### config.mk
export PLATFORM = sky130hd
export DESIGN_NAME = audio_i2s_tx
export DESIGN_NICKNAME = d
export VERILOG_FILES = /design/src/rtl/audio_i2s_tx.sv
export SDC_FILE = /design/constraint.sdc
export NUM_CORES = 1
export LEC_CHECK = 0
export BUFFER_PORTS_ARGS = -buffer_cell sky130_fd_sc_hd__buf_2
export CORE_AREA = 2 2 82 84
export DETAILED_ROUTE_END_ITERATION = 10
export DIE_AREA = 0 0 84 86
export GPL_ROUTABILITY_DRIVEN = 0
export PLACE_DENSITY = 0.82
export SLEW_MARGIN = 20
export SYNTH_ARGS = -nofsm -noshare
export SYNTH_HDL_FRONTEND = slang
export SYNTH_SLANG_ARGS = --single-unit
### constraint.sdc
create_clock -name clk -period 3.6 [get_ports clk]
set_input_delay 0.72 -clock clk [delete_from_list [all_inputs] [get_ports clk]]
set_output_delay 0.72 -clock clk [all_outputs]
set_load 0.01 [all_outputs]
### src/rtl/audio_i2s_tx.sv
// audio_i2s_tx: standard I2S transmitter with a one-frame-ahead holding register, gated by PLL lock.
module audio_i2s_tx #(
    parameter int AUDIO_W   = 16,
    parameter int SCLK_HALF = 4
) (
    input  logic               clk,
    input  logic               rst_n,
    input  logic               pll_locked,
    input  logic [AUDIO_W-1:0] left_in,
    input  logic [AUDIO_W-1:0] right_in,
    input  logic               in_valid,
    output logic               in_ready,
    output logic               i2s_sclk,
    output logic               i2s_lrck,
    output logic               i2s_sdata,
    output logic               frame_start,
    output logic               underrun
);
    localparam int DW = SCLK_HALF > 1 ? $clog2(SCLK_HALF) : 1;

    typedef enum logic {IDLE, RUN} state_t;

    state_t               state, state_n;
    logic                 lock_meta;
    logic [DW-1:0]        div_cnt, div_n;
    logic [5:0]           cnt, cnt_n, slot;
    logic                 sclk_n, lrck_n, sdata_n, frame_start_n, underrun_n;
    logic [2*AUDIO_W-1:0] hold, hold_n, shadow, shadow_n;
    logic                 hold_full, hold_full_n;
    logic                 wrap, fall, load;
    logic [AUDIO_W-1:0]   word;
    logic [31:0]          word32;

    assign in_ready = !hold_full;

    // cnt runs two ahead of the slot index, so its cleared value 0 is slot 62 at RUN entry
    always_comb begin
        state_n       = lock_meta ? RUN : IDLE;
        wrap          = div_cnt == DW'(SCLK_HALF - 1);
        fall          = state == RUN && wrap && i2s_sclk;
        slot          = cnt + 6'd63;
        load          = fall && slot == 6'd63;
        word          = slot[5] ? shadow[AUDIO_W-1:0] : shadow[2*AUDIO_W-1:AUDIO_W];
        word32        = 32'(word) << (32 - AUDIO_W);
        div_n         = (state == IDLE || wrap) ? '0 : div_cnt + DW'(1);
        cnt_n         = state == IDLE ? '0 : cnt + 6'(fall);
        sclk_n        = state == RUN && (i2s_sclk ^ wrap);
        lrck_n        = state == RUN && (fall ? (slot >= 6'd31 && slot != 6'd63) : i2s_lrck);
        sdata_n       = state == RUN && (fall ? word32[~slot[4:0]] : i2s_sdata);
        frame_start_n = load;
        underrun_n    = load && !hold_full && !in_valid;
        shadow_n      = state == IDLE ? '0 :
                        load ? (hold_full ? hold : in_valid ? {left_in, right_in} : '0) : shadow;
        hold_n        = hold;
        hold_full_n   = hold_full;
        if (load && hold_full) begin
            hold_full_n = 1'b0;
        end else if (in_valid && !hold_full && !load) begin
            hold_n      = {left_in, right_in};
            hold_full_n = 1'b1;
        end
    end

    always_ff @(posedge clk or negedge rst_n) begin
        if (!rst_n) begin
            lock_meta   <= 1'b0;
            state       <= IDLE;
            div_cnt     <= '0;
            cnt         <= '0;
            i2s_sclk    <= 1'b0;
            i2s_lrck    <= 1'b0;
            i2s_sdata   <= 1'b0;
            frame_start <= 1'b0;
            underrun    <= 1'b0;
            hold        <= '0;
            hold_full   <= 1'b0;
            shadow      <= '0;
        end else begin
            lock_meta   <= pll_locked;
            state       <= state_n;
            div_cnt     <= div_n;
            cnt         <= cnt_n;
            i2s_sclk    <= sclk_n;
            i2s_lrck    <= lrck_n;
            i2s_sdata   <= sdata_n;
            frame_start <= frame_start_n;
            underrun    <= underrun_n;
            hold        <= hold_n;
            hold_full   <= hold_full_n;
            shadow      <= shadow_n;
        end
    end
endmodule

# ---- Word-level counts from Yosys, hierarchy flattened
# Index checks and enable logic that the tools add are counted.
dict set report classes {
  addsub 3
  n_mux 14
  bitwise_logic 4
  reduce_logical 18
  n_lt_le_gt_ge 2
  eq_ne 4
}
# cell n
set ops {}
lappend ops {{32-bit two-way mux} 4}
lappend ops {{16-bit two-way mux} 1}
lappend ops {{1-bit logical AND} 12}
lappend ops {{6-bit by 1-bit adder with 6-bit output} 1}
lappend ops {{6-bit adder, second input constant} 1}
lappend ops {{6-bit equality test, second input constant} 1}
lappend ops {{6-bit by 5-bit greater-or-equal comparator with 1-bit output, second input constant} 1}
lappend ops {{5-bit by 6-bit < comparator with 1-bit output, second input constant} 1}
lappend ops {{1-bit two-way mux} 6}
lappend ops {{6-bit two-way mux} 1}
lappend ops {{6-bit inequality test, second input constant} 1}
lappend ops {{1-bit binary-select mux with 5-bit select} 1}
lappend ops {{5-bit inverter} 1}
lappend ops {{1-bit zero test} 3}
lappend ops {{2-bit by 1-bit adder with 2-bit output, second input constant} 1}
lappend ops {{2-bit equality test, second input constant} 1}
lappend ops {{2-bit two-way mux} 1}
lappend ops {{2-bit by 1-bit inequality test with 1-bit output, second input constant} 1}
lappend ops {{1-bit inverter} 2}
lappend ops {{2-bit AND reduction} 1}
lappend ops {{2-bit nonzero test} 1}
lappend ops {{1-bit logical OR} 1}
lappend ops {{1-bit XOR} 1}
dict set report totals {
  out_inout_bits 6
  word_cells 57
  ff_bits 80
}

# ---- Depth between registers and ports, before layout
# Gate-level depths: netlist of the first run.
dict set report logic_depth {
  word_depth 8
  ltp_mapped 10
  mapped_depth_nobuf 8
}

# ---- Worst setup path after synthesis of the first run
# Ideal clock, no wire load.
dict set report synth_timing {
  kind {register -> register}
  start {reg cnt[4]}
  end {reg hold[10]}
  synth_period_minus_slack_ns 2.232
  t_arrival_ns 2.107
  stages_incl_launch_ff 9
  path_slack_ns 1.368
  required_time_ns 3.475
  n_path_buf 3
  path_cell_list {dfrtp_1 > buf_2 > or4_1 > a21oi_1 > o211ai_2 > buf_4 > nand2_4 > buf_6 > mux2_4}
}
dict set report synth_via {
  elab_chain_cells 6
  elab_cells_between_ends 8
  classes_between {add/sub: 1; eq/ne: 1; bitwise: 1; reduce/logical: 5}
}
# item line_no
set synth_rtl {}
lappend synth_rtl {{start, declared} 26} ;# logic [5:0] cnt, cnt_n, slot;
lappend synth_rtl {{start signal, assigned} 82} ;# cnt <= cnt_n;
lappend synth_rtl {{6-bit adder *} 41} ;# slot = cnt + 6'd63;
lappend synth_rtl {{6-bit equality test *} 42} ;# load = fall && slot == 6'd63;
lappend synth_rtl {{1-bit logical AND *} 42}
lappend synth_rtl {{1-bit zero test or 1-bit logical AND (tied branches)} {58, 56}}
lappend synth_rtl {{1-bit logical AND or 1-bit inverter (tied branches)} --}
lappend synth_rtl {{2-bit AND reduction (no line) *} --}
lappend synth_rtl {{end signal, assigned} 88} ;# hold <= hold_n;
lappend synth_rtl {{end, declared} 28} ;# logic [2*AUDIO_W-1:0] hold, hold_n, shadow, shadow_n;
# Every way passes the cells marked *; elsewhere a longest branch is shown, timed or not.
# A chain may end at the register's enable or synchronous reset.

# ---- Worst setup path after layout of the first run
dict set report layout_timing {
  start {reg cnt[0]}
  end {reg hold[0]}
}
# The elaborated chain is that of the path after synthesis.

==> results by stage, run 1 <==
Power and ir drop:
- The combinational cell fraction of total power is 0.108.
- The worst-case IR drop observed on VDD is approximately 0.00032 V.
- Summing internal, switching and leakage power gives 1.78 mW.
- The power share of the clock group is 0.334.
- The sequential power share is 0.558.
- The total power density per cell area is about 420 nW/um2.
- The switching component of the power is approximately 0.42 mW.
- In this run the static leakage power is 2.02 nW.
- The design internal power is 1.36 mW.
- Of the total power, the share spent switching nets is 0.236.

Timing:
- The final period demand of the worst path is 2800 ps.
- Setup repair after global routing left no endpoint under its margin.
- The maximum achievable frequency is roughly 0.36 GHz.
- The headroom to the max-slew limit is 0.355.
- The sum of negative setup slack is 0 ps.
- Dividing the final minimum period by the clock period gives 0.778.
- Clock skew on the completed layout was measured at about 5.4 ps.
- The number of endpoints with negative hold slack in the final report is 0.
- At the pin with the least slew margin, the transition time is between 900 and 1000 ps.
- The total count of max-transition violations in the final report is 0.
- Setup violations remaining at the end of the flow were counted as 0.
- The worst hold slack across all endpoints is 359 ps.

Floorplan:
- The number of ports placed on the die boundary is 42.
- The die covers ~7200 um2.
- The overall die width is roughly 84 um.
- The vertical die dimension is between 80 and 90 um.
- The total core area is about 6300 um2.
- The initial utilization of the core area, before any placement, comes to 0.612.
- The initialized floorplan defines 29 standard-cell rows.

Layout:
- The number of diodes added for antenna fixing is 0.
- The footprint of the flip-flops and latches is roughly 2000 um2.
- The layout has 467 filler cells.
- In the final layout, the share of cells above drive strength 1 is 0.294.
- At the end of the flow, the number of nets in the layout was about 380.
- The multi-input logic area is ~1700 um2.
- The finished layout holds between 400 and 500 standard cells, fillers aside.
- The area growth from synthesis to layout is 9.58%.

Global routing:
- After global routing the overflow that remains totals 0.
- The largest net degree at the start of global routing is 81.
- The initial antenna violation count is 0.
- The number of global-route vias before repair is around 2600.
- The wire length of the first global-routing pass is roughly 13000 um.
- The total global-route track usage is 0.225.

Clock tree:
- The root buffer cell is sky130_fd_sc_hd__clkbuf_8.
- The post-cts gate resize count is 0.
- The TritonCTS buffer count is 9.
- The count of buffers added by post-CTS timing repair for setup is 0.
- The later pin in the worst-skew pair is clocked with a latency of approximately 360 ps.
- The number of hold buffers added after CTS was 0.
- CTS built an H-tree with a depth of 3.
- For this design, the sink count on the clock tree is 80.
- The post-CTS clock slew at the launch and capture registers of the worst setup and hold paths is 80 ps.
- The clock passes through at most 2 buffers.
- The clock tree from TritonCTS is done.

Critical path:
- STA classifies the critical path startpoint as a flop.
- The maximum fanout along the worst path is 32.
- The worst setup path is of the flop to flop kind.
- STA puts the critical path data arrival time at roughly 3000 ps.
- The worst setup path is captured at a flop.
- The data required time at the worst endpoint is approximately 3900 ps.

Synthesis:
- The number of flops mapped to enable cells by yosys is 0.
- Of the total synthesized cell area, the portion taken by AND, OR, NAND and NOR gates is 0.0990.
- The dominant combinational cell family by area after synthesis is multiplexers.
- The compound-cell area share of the yosys netlist is 0.128.
- Yosys printed 0 warnings.
- Of the total synthesized cell area, the portion taken by full adders, half adders and majority gates is 0.0130.
- After synthesis, the netlist uses 38 different library cells.
- The instance count of the mapped netlist is approximately 320.
- After synthesis, the share of cell area in mux cells is 0.175.
- Each instance of the synthesized netlist takes up on average about 12 um2.
- The number of synthesized register bits is 80.
- The number of nets produced by synthesis is around 360.
- The share of the Yosys chip area taken by registers is 0.521.
- The xor and xnor area share after synthesis is 0.0205.
- Summing every instance area after synthesis gives ~3800 um2.
- The share of async-settable or async-resettable flops after synthesis is 1.00.
- The most instantiated flip-flop cell in the synthesis netlist is sky130_fd_sc_hd__dfrtp_1.

Min path:
- The class of the tightest hold or removal check is flop to flop.

Drt:
- The number of vias in the routed layout is between 2000 and 3000.
- In the routed layout, each cell is associated on average with a via count of roughly 6.
- After the first detailed-routing iteration, the DRC count stood at ~150.
- The total DRC errors in the routed layout is 0.
- Wires add up to 7390 um.
- Once detail routing completed, the nets flagged for antenna violations numbered 0.
- The average wire length per cell after detail routing is 17.4 um.
- For this run, the detailed router's first-pass iteration total came to 4.

Run status:
- The flow ran to the end, and the final reports show no timing, DRC or antenna violations.

Flow run:
- The tool flagged a number of max-cap violations equal to 0.

Placement:
- Including well taps, the total number of placed cells is between 400 and 500.
- The number of buffer cells added on primary ports is 41.
- The detailed placement HPWL is approximately 4700 um.
## sequential cells by signal, summed over array words and instances (netlist names)
signal       count
underrun         1
hold            32
cnt              6
frame_start      1
shadow          32
state            1
hold_full        1
div_cnt          2
lock_meta        1
i2s_lrck         1
i2s_sclk         1
i2s_sdata        1
## per-stage QoR
stage                     utilization  worst slack [ps]  cell area [um2]
after floorplan                     -              1370             3840
after global placement          0.643               904             4040
after detailed placement        0.643               791             4040
after CTS                       0.671               779             4210
after global routing            0.671               607             4210
final                           0.671               801             4210
## metal layers
layer  GRT usage  wire [um]  share of wire  up-vias
li1            -          -              -     1209
met3      0.0558        377          0.051       17
met1       0.306       3290           0.44     1310
met4       0.109        187          0.025        0
met2       0.345       3540           0.48       76
met5           0          0              0        -
## cell usage after synthesis, types with 2 or more instances
cell | n | area [um2]
sky130_fd_sc_hd__buf_1 | 2 | 7.51
sky130_fd_sc_hd__mux2i_1 | 2 | 20.0
sky130_fd_sc_hd__nor2b_1 | 2 | 12.5
sky130_fd_sc_hd__or3_1 | 2 | 12.5
sky130_fd_sc_hd__mux2_2 | 2 | 22.5
sky130_fd_sc_hd__xnor2_1 | 6 | 52.6
sky130_fd_sc_hd__or4_1 | 2 | 15.0
sky130_fd_sc_hd__nor2_1 | 5 | 18.8
sky130_fd_sc_hd__and2_1 | 7 | 43.8
sky130_fd_sc_hd__xor2_1 | 3 | 26.3
sky130_fd_sc_hd__nand3_1 | 40 | 200
sky130_fd_sc_hd__clkbuf_1 | 16 | 60.1
sky130_fd_sc_hd__dfrtp_1 | 80 | 2000
sky130_fd_sc_hd__o31ai_1 | 2 | 15.0
sky130_fd_sc_hd__o31a_1 | 2 | 17.5
sky130_fd_sc_hd__ha_1 | 4 | 50.1
sky130_fd_sc_hd__and3_1 | 4 | 25.0
sky130_fd_sc_hd__mux2_4 | 30 | 450
sky130_fd_sc_hd__buf_6 | 4 | 45.0
sky130_fd_sc_hd__nand2_1 | 4 | 15.0
sky130_fd_sc_hd__inv_1 | 4 | 15.0
sky130_fd_sc_hd__mux4_2 | 8 | 180
sky130_fd_sc_hd__a21oi_1 | 2 | 10.0
sky130_fd_sc_hd__buf_2 | 5 | 25.0
sky130_fd_sc_hd__o21ai_0 | 35 | 175
sky130_fd_sc_hd__a22oi_1 | 31 | 233
## power by group through the flow
stage / sequential [mW] / combinational, mW / clock (mW)
5_1_grt: 1.00 / 0.215 / 0.644
3_3_place_gp: 1.01 / 0.188 / 0
4_1_cts: 0.995 / 0.195 / 0.612
3_5_place_dp: 1.01 / 0.194 / 0
6_report: 0.995 / 0.193 / 0.597
2_1_floorplan: 1.00 / 0.135 / 0
## cell type report
type                    count  share of cell area
inverters                   4             0.00357
multi-input cells         203               0.400
repair buffers             45              0.0565
well taps                  77              0.0229
clock inverters             3             0.00416
flip-flops and latches     80               0.476
clock buffers              12              0.0369
## worst max-delay path, cell delays in order, from the launching register on
cell                       delay [ps]
sky130_fd_sc_hd__dfrtp_1          610
sky130_fd_sc_hd__or3_1            520
sky130_fd_sc_hd__nor4_1           500
sky130_fd_sc_hd__o211ai_4         140
sky130_fd_sc_hd__nand2_4          490
sky130_fd_sc_hd__mux2_2           400
## kinds of logic (layout without fill, tap and decap cells)
family,after synthesis,after routing
AO/OA/AOI/OAI,77,77
multiplexers,42,42
adder cells (fa/ha/maj),4,4
XOR/XNOR,9,9
AND/OR/NAND/NOR,71,71
buffers and inverters,33,64
flip-flops,80,80
## final timing paths
| check | from | endpoint | slack, ps | depth (start not counted) |
|---|---|---|---|---|
| max | cnt[0] | hold[0] | 800 | 5 |
| min | lock_meta | state | 360 | 0 |
| max reg2reg | cnt[0] | hold[0] | 800 | 5 |
| min reg2reg | lock_meta | state | 360 | 0 |
| max in group asynchronous | rst_n | hold[28] | 2460 | 1 |
| min in group asynchronous | rst_n | underrun | 490 | 1 |
## cells in the final DEF, fill, tap and decap left out, types with 3 or more instances in the layout
| cell | n |
|---|---|
| sky130_fd_sc_hd__mux2_4 | 30 |
| sky130_fd_sc_hd__o21ai_0 | 35 |
| sky130_fd_sc_hd__inv_1 | 4 |
| sky130_fd_sc_hd__xor2_1 | 3 |
| sky130_fd_sc_hd__mux4_2 | 8 |
| sky130_fd_sc_hd__and3_1 | 4 |
| sky130_fd_sc_hd__nor2_1 | 5 |
| sky130_fd_sc_hd__ha_1 | 4 |
| sky130_fd_sc_hd__xnor2_1 | 6 |
| sky130_fd_sc_hd__dfrtp_1 | 80 |
| sky130_fd_sc_hd__nand2_1 | 4 |
| sky130_fd_sc_hd__nand3_1 | 40 |
| sky130_fd_sc_hd__clkbuf_8 | 11 |
| sky130_fd_sc_hd__buf_2 | 40 |
| sky130_fd_sc_hd__and2_1 | 7 |
| sky130_fd_sc_hd__a22oi_1 | 31 |
| sky130_fd_sc_hd__buf_4 | 5 |
No activity file was read; power rests on OpenSTA's default activity.
==> run 2, diff against run 1 <==
Settings changed: ABC_AREA set to 1, CORE_AREA 2 2 82 84 to 2 2 90 92, DIE_AREA 0 0 84 86 to 0 0 92 94, PLACE_DENSITY 0.82 to 0.74.
Clock period 3.6 ns to 2.4 ns, I/O delays scaled along.
==> run 2 against run 1 <==
Synthesized cell count grew 36%. Power increased by 52%. Clock skew rose by 3.5 ps.
==> results by stage, run 2 <==
Synthesis:
- The area share of and/or/nand/nor cells after synthesis is 0.204 (was 0.0990).
- The sequential-to-total area share from yosys stat is 0.508 (was 0.521).
- The number of flops mapped to enable cells by yosys came to 0 (unchanged).
- The number of synthesized register bits is 80 (unchanged).
- The adder-cell share of the synthesized area is 0.0127 (was 0.0130).
- The xor and xnor area share after synthesis is 0.00857 (was 0.0205).
- The top cell type's share of synthesized area is 0.508 (was 0.521).
- Top post-synthesis cells by area: sky130_fd_sc_hd__dfrtp_1 51%, sky130_fd_sc_hd__nand2_1 8.0%, sky130_fd_sc_hd__nand3_1 6.6% (was sky130_fd_sc_hd__dfrtp_1 52%, sky130_fd_sc_hd__mux2_4 12%, sky130_fd_sc_hd__a22oi_1 6.1%).
- The synthesized area divided by synthesized cell count is 9.19 um2 (was 12.2 um2).
- The compound-cell area share of the yosys netlist is 0.139 (was 0.128).
- The post-synthesis instance area came to 3940 um2 (was 3840 um2).
- The library cell occupying the most area in the post-synthesis netlist is sky130_fd_sc_hd__dfrtp_1 (unchanged).
- The most instantiated flip-flop cell in the synthesis netlist is sky130_fd_sc_hd__dfrtp_1 (unchanged).
- Ranking of synthesized cells by instance count: 84 x sky130_fd_sc_hd__nand2_1, 80 x sky130_fd_sc_hd__dfrtp_1, 52 x sky130_fd_sc_hd__nand3_1 (was 80 x sky130_fd_sc_hd__dfrtp_1, 40 x sky130_fd_sc_hd__nand3_1, 35 x sky130_fd_sc_hd__o21ai_0).
- The count of cell types in the netlist is 33 (was 38).
- The multiplexer share of the synthesized area is 0.0486 (was 0.175).
- The number of nets produced by synthesis is 469 (was 356).
- The synthesis warning total came to 0 (unchanged).
- The instance count of the mapped netlist was 429 (was 316).
- The dominant combinational cell family by area after synthesis is simple AND/OR/NAND/NOR gates (was multiplexers).
- The share of async-settable or async-resettable flops after synthesis is 1.00 (unchanged).
- The cell with the most instances after synthesis is sky130_fd_sc_hd__nand2_1 (was sky130_fd_sc_hd__dfrtp_1).

Critical path:
- The cell at the slowest stage of the critical path is sky130_fd_sc_hd__dfrtp_1 (unchanged).
- The data required time at the worst endpoint was 2670 ps (was 3850 ps).
- The setup slack of the worst register-to-register path is 130 ps (was 800 ps).
- The type of the worst setup path is flop to flop (unchanged).
- The cell depth of the worst flop-to-flop path was 14 (was 5).
- The data arrival time at the worst-slack endpoint is 2540 ps (was 3050 ps).
- The kind of cell adding the most delay to the critical path is simple AND/OR/NAND/NOR gates (unchanged).
- Series of cell instances along the critical path: inv_1 -> ha_1 -> inv_1 -> nor2_1 -> nand2_1 -> xor2_1 -> nor3_2 -> nand2_2 -> nor2_8 -> inv_4 -> nand2_4 -> buf_12 -> nand2_2 -> o21ai_2 (was or3_1 -> nor4_1 -> o211ai_4 -> nand2_4 -> mux2_2).
- The maximum fanout along the worst path is 28 (was 32).
- The type of element capturing the critical path is a flop (unchanged).
- The reg-to-reg endpoint is hold[20] (was hold[0]).
- The startpoint of the worst-slack reg-to-reg timing path was cnt[1] (was cnt[0]).
- The combined buffer and inverter count along the critical path was 4 (was 0).
- The kind of start point of the critical path is a flop (unchanged).
- The start point of the critical path is cnt[1] (was cnt[0]).
- The delay of the slowest critical-path stage came to 440 ps (was 610 ps).

Clock tree:
- The post-cts hold buffer count came to 0 (unchanged).
- The later-pin clock latency in the skew report came to 350 ps (was 360 ps).
- The post-CTS clock slew at the launch and capture registers of the worst setup and hold paths is 80 ps (about the same).
- The H-tree depth was 3 (unchanged).
- The maximum buffer depth of the clock tree is 2 (unchanged).
- The clock tree from TritonCTS is done (unchanged).
- The count of buffers added by post-CTS timing repair for setup came to 0 (unchanged).
- The post-cts gate resize count is 0 (unchanged).
- The root buffer cell is sky130_fd_sc_hd__clkbuf_8 (unchanged).
- The TritonCTS buffer count is 9 (unchanged).
- The count of clock tree sinks was 80 (unchanged).

Global routing:
- The total global-route track usage is 0.207 (was 0.225).
- The number of global-route vias before repair is 3078 (was 2580).
- The wire length of the first global-routing pass came to 14000 um (was 12600 um).
- The global-route congestion overflow total was 0 (unchanged).
- The largest net degree at the start of global routing was 49 (was 81).
- The initial antenna violation count came to 0 (unchanged).

Timing:
- The setup-violating endpoint count in the final report came to 0 (unchanged).
- The worst hold slack across all endpoints is 68.6 ps (was 359 ps).
- RSZ-0062 raised after global routing: yes (was no).
- The setup clock skew after layout is 8.94 ps (was 5.41 ps).
- The maximum achievable frequency is 0.441 GHz (was 0.357 GHz).
- The headroom to the max-slew limit is 0.697 (was 0.355).
- The total count of max-transition violations in the final report came to 0 (unchanged).
- The number of endpoints with negative hold slack in the final report is 0 (unchanged).
- The actual slew at the worst max-slew pin is 454 ps (was 968 ps).
- The final worst setup slack is 130 ps (was 801 ps).
- The final period utilization is 0.946 (was 0.778).
- The final period demand of the worst path is 2270 ps (was 2800 ps).

Placement:
- The total cell area at the placement stage is 4210 um2 (was 4040 um2).
- The detailed placement HPWL is 5700 um (was 4660 um).
- The worst slack at placement is 151 ps (was 791 ps).
- The count of placed standard cells including taps is 558 (was 409).
- The number of buffer cells added on primary ports came to 41 (unchanged).

Layout:
- The relative area change from synthesis to final layout is 11.3% (was 9.58%).
- The post-route cell area is 4390 um2 (was 4210 um2).
- The multi-input logic area was 1630 um2 (was 1690 um2).
- The layout net count is 507 (was 383).
- The final instance count without filler cells is 574 (was 424).
- The layout cell share with drive strength beyond 1 is 0.229 (was 0.294).
- Top library cells by usage in the layout, fill and taps aside: 84 x sky130_fd_sc_hd__nand2_1, 80 x sky130_fd_sc_hd__dfrtp_1, 52 x sky130_fd_sc_hd__nand3_1, 40 x sky130_fd_sc_hd__buf_2, 36 x sky130_fd_sc_hd__inv_1 (was 80 x sky130_fd_sc_hd__dfrtp_1, 40 x sky130_fd_sc_hd__nand3_1, 40 x sky130_fd_sc_hd__buf_2, 35 x sky130_fd_sc_hd__o21ai_0, 31 x sky130_fd_sc_hd__a22oi_1).
- The number of diodes added for antenna fixing is 0 (unchanged).
- The footprint of the flip-flops and latches came to 2000 um2 (unchanged).
- The number of fillers in the final layout is 695 (was 467).
- Top Registers: hold (32), shadow (32), cnt (6) (unchanged).
- The most common library cell in the layout ignoring fill and taps was sky130_fd_sc_hd__nand2_1 (was sky130_fd_sc_hd__dfrtp_1).

Floorplan:
- The overall die width is 92 um (was 84 um).
- The number of ports placed on the die boundary is 42 (unchanged).
- The row count is 32 (was 29).
- The total core area is 7610 um2 (was 6280 um2).
- The initial core utilization is 0.518 (was 0.612).
- The vertical die dimension came to 94 um (was 86 um).
- The area of the die came to 8650 um2 (was 7220 um2).

Drt:
- The number of vias in the routed layout is 3081 (was 2612).
- The total DRC errors in the routed layout was 0 (unchanged).
- The number of violations reported at the end of detailed-routing iteration 0 came to 223 (was 147).
- The count of antenna-violating nets left after detailed routing came to 0 (unchanged).
- The average wire length per cell after detail routing was 14.3 um (was 17.4 um).
- The total detailed-routing wirelength is 8200 um (was 7390 um).
- The mean number of vias per cell came to 5.37 (was 6.16).
- The number of iterations in the first detailed-routing pass is 4 (unchanged).

Power and ir drop:
- The worst-case vdd ir drop is 0.000305 V (was 0.000323 V).
- The overall power after layout is 2.71 mW (was 1.78 mW).
- The total power density per cell area is 618 nW/um2 (was 424 nW/um2).
- The static leakage power is 2.23 nW (was 2.02 nW).

Flow run:
- The total of max-cap violations is 0 (unchanged).

Min path:
- The class of the tightest hold or removal check is primary input to asynchronous set/reset pin (was flop to flop).

Run status:
- Status: completed (unchanged).
[run 2: layout make-up]
| type | count | area share |
|---|---|---|
| multi-input combinational | 284 | 0.371 |
| sequential | 80 | 0.456 |
| clock buffer | 11 | 0.0322 |
| tap | 102 | 0.0291 |
| timing repair buffer | 52 | 0.0690 |
| inverter | 40 | 0.0348 |
| clock inverter | 5 | 0.00741 |
[run 2: worst max path at each step]
stage               end  slack (ps)  cells after the start
2_1_floorplan   hold[0]          30                     15
3_3_place_gp   hold[27]         240                     12
3_5_place_dp   hold[28]         150                     12
4_1_cts        hold[25]         120                     14
5_1_grt        hold[25]         -90                     14
6_report       hold[20]         130                     14
[run 2: report_power, final]
group	total (mW)	switching [mW]	internal, mW
combinational	0.307	0.156	0.151
sequential	1.52	0.0645	1.45
clock	0.887	0.485	0.403
[run 2: kinds of logic after synthesis]
family | count (synthesis)
AO/OA/AOI/OAI | 89
flip-flops | 80
buffers and inverters | 65
adder cells (fa/ha/maj) | 4
AND/OR/NAND/NOR | 171
multiplexers | 17
XOR/XNOR | 3
[run 2: per-stage QoR]
stage	util	setup TNS, ps
2_1_floorplan	-	0
3_3_place_gp	0.554	0
3_5_place_dp	0.554	0
4_1_cts	0.577	0
5_1_grt	0.577	-1680
6_report	0.577	0
[run 2: per-layer routing]
| metal | wire [um] | vias up | global-route usage |
|---|---|---|---|
| met5 | 0 | - | 0 |
| met4 | 167 | 0 | 0.0920 |
| met3 | 277 | 13 | 0.0369 |
| met2 | 4080 | 62 | 0.347 |
| met1 | 3670 | 1502 | 0.264 |
| li1 | - | 1504 | - |
[run 2: worst reg2reg max path: cells and delay by family (launching register included)]
family | cells | cell delay, ps
and+or+nand+nor | 7 | 980
DFF | 1 | 440
buffers and inverters | 4 | 440
xor gates and xnor gates | 1 | 160
adders and majority gates | 1 | 130
AOI/OAI and AO/OA | 1 | 60
